## config.mk

```make
export PLATFORM = sky130hd
export DESIGN_NAME = reg_file_mp
export DESIGN_NICKNAME = d
export VERILOG_FILES = /design/src/rtl/reg_file_mp.sv
export SDC_FILE = /design/constraint.sdc
export NUM_CORES = 2
export LEC_CHECK = 0
export CORE_MARGIN = 3
export CORE_UTILIZATION = 50
export DETAILED_ROUTE_END_ITERATION = 12
export GPL_TIMING_DRIVEN = 0
export PLACE_DENSITY_LB_ADDON = 0.3
export SYNTH_ARGS = -nofsm -noshare
export SYNTH_HDL_FRONTEND = slang
export SYNTH_SLANG_ARGS = --single-unit
```

## constraint.sdc

```tcl
create_clock -name clk -period 2.88 [get_ports clk]
set_clock_uncertainty 0.2 [all_clocks]
set_input_delay 0.72 -clock clk [delete_from_list [all_inputs] [get_ports clk]]
set_output_delay 0.72 -clock clk [all_outputs]
set_load 0.005 [all_outputs]
```

## src/rtl/reg_file_mp.sv

```systemverilog
// Multi-port integer register file with per-register busy scoreboard for the RV32I core.
// Define REG_FILE_BYPASS_EN to forward same-cycle write data and busy state to the read ports.
module reg_file_mp #(
    parameter int XLEN         = 32,
    parameter int NUM_REGS     = 32,
    parameter int NUM_RD_PORTS = 2,
    parameter int NUM_WR_PORTS = 2,
    localparam int AW          = $clog2(NUM_REGS)
) (
    input  logic                                 clk,
    input  logic                                 rst_n,
    input  logic [NUM_RD_PORTS-1:0][AW-1:0]      rd_reg,
    output logic [NUM_RD_PORTS-1:0][XLEN-1:0]    rd_data,
    output logic [NUM_RD_PORTS-1:0]              rd_busy,
    input  logic [NUM_WR_PORTS-1:0]              wr_en,
    input  logic [NUM_WR_PORTS-1:0][AW-1:0]      wr_reg,
    input  logic [NUM_WR_PORTS-1:0][XLEN-1:0]    wr_data,
    input  logic                                 alloc_en,
    input  logic [AW-1:0]                        alloc_reg
);

    logic [XLEN-1:0]                 regs [NUM_REGS];
    logic [NUM_REGS-1:0]             busy;
    logic [NUM_REGS-1:0]             wr_hit;
    logic [NUM_REGS-1:0][XLEN-1:0]   wr_val;
    logic [NUM_REGS-1:0]             alloc_hit;

    // Ports are scanned in ascending order so the highest-index port wins a collision.
    // Entry 0 is never hit, which keeps x0 and out-of-range addresses immune.
    always_comb begin
        wr_hit    = '0;
        wr_val    = '0;
        alloc_hit = '0;
        for (int r = 1; r < NUM_REGS; r++) begin
            for (int p = 0; p < NUM_WR_PORTS; p++) begin
                if (wr_en[p] && (wr_reg[p] == AW'(r))) begin
                    wr_hit[r] = 1'b1;
                    wr_val[r] = wr_data[p];
                end
            end
            alloc_hit[r] = alloc_en && (alloc_reg == AW'(r));
        end
    end

    always_ff @(posedge clk or negedge rst_n) begin
        if (!rst_n) begin
            for (int r = 0; r < NUM_REGS; r++) begin
                regs[r] <= '0;
            end
            busy <= '0;
        end else begin
            for (int r = 1; r < NUM_REGS; r++) begin
                if (wr_hit[r]) begin
                    regs[r] <= wr_val[r];
                end
                // An allocate belongs to a younger producer than any same-cycle write.
                if (alloc_hit[r]) begin
                    busy[r] <= 1'b1;
                end else if (wr_hit[r]) begin
                    busy[r] <= 1'b0;
                end
            end
        end
    end

    always_comb begin
        rd_data = '0;
        rd_busy = '0;
        for (int p = 0; p < NUM_RD_PORTS; p++) begin
            if ((rd_reg[p] != '0) && (int'(rd_reg[p]) < NUM_REGS)) begin
                rd_data[p] = regs[rd_reg[p]];
                rd_busy[p] = busy[rd_reg[p]];
`ifdef REG_FILE_BYPASS_EN
                if (wr_hit[rd_reg[p]]) begin
                    rd_data[p] = wr_val[rd_reg[p]];
                    rd_busy[p] = alloc_hit[rd_reg[p]];
                end
`endif
            end
        end
    end

endmodule
```

==> summary by stage <==
Setup path
The worst setup path is launched from a primary input. Data on the critical path is required at its endpoint by a little under 2 ns. The dominant delay contributor by cell family on the critical path is buffers and inverters. The classification of the worst setup path is in2out. The source of the worst register-to-register timing path is regs[948]. The library cell appearing most often on the critical path is sky130_fd_sc_hd__buf_16.

In this run the worst path has a maximum fanout of 7. On the worst path, the slowest cell contributes a delay of 0.43 ns. The kind of end point of the critical path is an output pin. The data arrival time at the worst-slack endpoint is approximately 2.8 ns. The setup check on the worst reg-to-reg path leaves a slack of 1.76 ns.

The path depth of the worst reg2reg path is 2. Traced cell by cell, the critical path runs through buf_16 -> buf_16 -> buf_16 -> buf_16 -> mux2i_2 -> a221oi_2 -> o22ai_2 -> nor3_4 -> buf_2. The cell type of the slowest stage on the worst timing path is sky130_fd_sc_hd__a221oi_2. In this run the critical register-to-register path is captured at regs[948]. The critical path contains buffers and inverters numbering 5 combined.

Synth
The mapped netlist covers around 0.064 mm2. For this run, the number of Yosys warnings is 33. The number of distinct library cell variants in the gate-level netlist after synthesis is 44. The synthesized design contains 0 enable-type register cells.

The post-synthesis average cell area is about 10 um2. The top cell type's share of synthesized area is 0.4007. The share of synthesized flip-flops with an asynchronous set or reset is 1.000. The post-synthesis net count is 6652. The synthesized design spends more area on one cell type than any other, namely sky130_fd_sc_hd__dfrtp_1. Counting instances in the post-synthesis netlist gives the leading cell types as sky130_fd_sc_hd__mux2i_1 (1593), sky130_fd_sc_hd__dfrtp_1 (1023), sky130_fd_sc_hd__nand2_1 (554), sky130_fd_sc_hd__nor2_1 (534), sky130_fd_sc_hd__a21oi_1 (513). After synthesis, the cell types taking the most area are sky130_fd_sc_hd__dfrtp_1 (40%), sky130_fd_sc_hd__mux2i_1 (25%), sky130_fd_sc_hd__mux4_2 (4.7%). For this run, the register share of the synthesized area comes to 0.4007. By instance count, the leading cell after synthesis is sky130_fd_sc_hd__mux2i_1. The number of flip-flops and latches in the synthesized netlist is 1023. The most instantiated flip-flop cell in the synthesis netlist is sky130_fd_sc_hd__dfrtp_1. The number of standard cells after synthesis is 6558.

Detailed routing
The via density per instance is 6.888. For this block, the via count after detailed routing is roughly 60000. The total DRC errors in the routed layout is 0. The count of nets left with antenna violations once routing finished came out at 0. For this block, the routed nets add up to 300700 um of wire. The iteration count of the initial detailed-routing pass is 8. Dividing the detail-routed wire length by the instance count gives around 34 um. The detailed router finished its first iteration with between 8000 and 9000 violations.

Global route
The first global-routing pass estimated 417800 um of wire. The met2 track demand over resource in global routing is 0.6514. The initial antenna violation count is 7. The number of global-route vias before repair is roughly 58000. The global-route congestion overflow total is 0. The layer with the highest usage is met2.

The met1 layer usage reported by global route is 0.5520. The total global-route track usage is 0.4410. The met3 demand-to-capacity share in global routing is 0.1047. Entering global routing, the biggest net connects roughly 170 pins.

Clock network
The clock tree from TritonCTS is yes. Clock tree synthesis selected as its root buffer the cell sky130_fd_sc_hd__clkbuf_16. TritonCTS created between 100 and 150 clock buffers.

The worst-skew pair later-pin latency is between 0.7 and 0.8 ns. Clock-pin slew was measured on the worst setup and hold paths at about 0.060 ns. The clock tree synthesis step divided the H-tree into 3 levels. The clock net in this run drives a total of 1023 sinks. The clock passes through at most 3 buffers.

STA
The share of the cycle needed by the critical path after routing is 1.281. The final max-slew violation count is 0. The worst slew margin relative to its limit is 0.2021. Once routing completed, OpenROAD measured the worst setup slack at -0.8098 ns. At the pin with the least slew margin, the transition time is ~1.2 ns. The tightest hold margin is -0.2892 ns. For the finished layout, the period the worst path requires is roughly 3.7 ns. The number of endpoints with negative hold slack in the final report is roughly 130.

The setup violation total in the final timing report is ~130. The highest achievable clock rate is 271.0 MHz. Setup repair after global routing could not meet its margin everywhere.

Run status
The run finished, with violations left. The final reports fail on negative hold slack, negative setup slack.

Final layout
The finished cells cover between 0.08 and 0.09 mm2. The relative area change from synthesis to final layout is 28.51%. Summing all multi-input logic gate instances after layout gives just over 0.04 mm2. Across the whole layout, storage elements account for 0.02560 mm2.

In the final layout, the share of cells above drive strength 1 is 0.2439. After the last flow step, the layout net total stands at 7074. The count of placed standard cells in the final layout, fillers left out is 8737. The filler cells instantiated in the layout total 9937.

Floorplanning
After floorplanning, the core was divided into between 100 and 150 placement rows. The width of the die is between 300 and 400 um. The area inside the core boundary is 0.1262 mm2. The die covers ~0.13 mm2. The count of pins on the block boundary is 160. The initial utilization of the core area, before any placement, comes to 0.5062. The die extent in y is about 360 um.

Placed design
The detailed placer's ending HPWL is 223300 um. The area after detailed placement is roughly 0.07 mm2. Counting tap cells, the placed design contains a total of about 8400 instances. In this run the tool buffered the top-level ports with between 150 and 200 buffer cells. The weighted congestion reported at the end of routability-driven placement is approximately 1.1.

Hold path
The class of the worst hold path is in2async.

Pwr
In this run the power density over the cells is 664.7 mW/mm2. The worst-case IR drop observed on VDD is 0.5776 mV. Power comes to around 55 mW.

Summed over all cells, the static leakage comes to roughly 36 nW.

Run
The tool flagged a number of max-cap violations equal to 0.
cell type report:
type                    count  share of cell area
multi-input cells        4776              0.5013
flip-flops and latches   1023              0.3118
plain buffers             733             0.06806
clock buffers             185             0.04483
repair buffers            319             0.04337
well taps                1650             0.02514
clock inverters            37            0.004922
inverters                   8           0.0003962
diodes                      6           0.0001829
cells by family (layout without fill, tap and decap cells):
| kind of cell | after synthesis | after routing | share of synthesized area |
|---|---|---|---|
| buffers and inverters | 759 | 1282 | 0.05184 |
| other | 0 | 6 | 0 |
| muxes | 1884 | 1884 | 0.3241 |
| AOI/OAI and AO/OA | 1487 | 1487 | 0.1323 |
| and+or+nand+nor | 1405 | 1405 | 0.09108 |
| DFF | 1023 | 1023 | 0.4007 |
what timing repair did:
item | in CTS | in global routing
cloned | 19 | 9
pin swaps | 232 | 166
setup buffers | 74 | 62
endpoints found under the setup margin | 550 | 957
gates resized for setup | 1644 | 363
hold endpoints to repair | 129 | 129
cell usage in the layout, fill, tap and decap left out, types with 74 or more instances in the layout:
master / instances
sky130_fd_sc_hd__nor2_1: 527
sky130_fd_sc_hd__o22ai_4: 89
sky130_fd_sc_hd__o22ai_2: 102
sky130_fd_sc_hd__clkdlybuf4s50_1: 81
sky130_fd_sc_hd__o21ai_0: 474
sky130_fd_sc_hd__mux2i_1: 1544
sky130_fd_sc_hd__mux4_2: 132
sky130_fd_sc_hd__buf_4: 113
sky130_fd_sc_hd__mux2_2: 104
sky130_fd_sc_hd__clkbuf_8: 77
sky130_fd_sc_hd__buf_2: 144
sky130_fd_sc_hd__clkbuf_1: 352
sky130_fd_sc_hd__clkbuf_16: 146
sky130_fd_sc_hd__o22ai_1: 136
sky130_fd_sc_hd__dfrtp_1: 1023
sky130_fd_sc_hd__buf_12: 74
sky130_fd_sc_hd__nand2_1: 544
sky130_fd_sc_hd__buf_6: 81
sky130_fd_sc_hd__nor3_4: 114
sky130_fd_sc_hd__nor3_2: 76
sky130_fd_sc_hd__a221oi_4: 101
sky130_fd_sc_hd__a21oi_1: 512
worst max-delay path by stage:
| stage | cells past startpoint | start | endpoint | slack (ns) |
|---|---|---|---|---|
| 3_5_place_dp | 9 | rd_reg[2] | rd_data[15] | -3.45 |
| 6_report | 9 | rd_reg[1] | rd_data[18] | -0.81 |
| 2_1_floorplan | 8 | rd_reg[6] | rd_data[47] | -0.009 |
| 3_3_place_gp | 1 | rst_n | regs[123] | -48.00 |
| 5_1_grt | 9 | rd_reg[1] | rd_data[15] | -0.76 |
| 4_1_cts | 9 | rd_reg[1] | rd_data[16] | -0.77 |
layer usage:
layer	vias up	wire (um)	part of all wire
met4	2	29480	0.098
met2	4260	129300	0.43
li1	24860	-	-
met1	29930	109900	0.37
met5	-	12	0.000040
met3	1125	31890	0.11
power by group:
part / switching (mW) / total [mW] / internal (mW)
Combinational: 8.79 / 16.5 / 7.71
Sequential: 3.74 / 21.9 / 18.2
Clock: 6.71 / 16.1 / 9.43
worst reg2reg max path: cells and delay by family (launching register included):
family,cells,cell delay [ns]
AOI/OAI and AO/OA,1,0.13
muxes,1,0.20
DFF,1,0.43
stage by stage:
stage | util | setup TNS, ns | worst slack, ns | hold slack [ns]
after global routing | 0.6504 | -44.37 | -0.7571 | -0.2172
after global placement | 0.5388 | - | -48.00 | 0.3247
after CTS | 0.6353 | -43.22 | -0.7705 | -0.2465
after detailed placement | 0.5404 | -1098.05 | -3.447 | 0.3373
final | 0.6505 | -46.55 | -0.8098 | -0.2892
after floorplan | - | -0.05479 | -0.009380 | 0.2244
sequential cells by signal (all words and copies together), names as in the netlist:
register / count
regs: 992
busy: 31
Note: power is estimated with default switching activity, not from simulation.
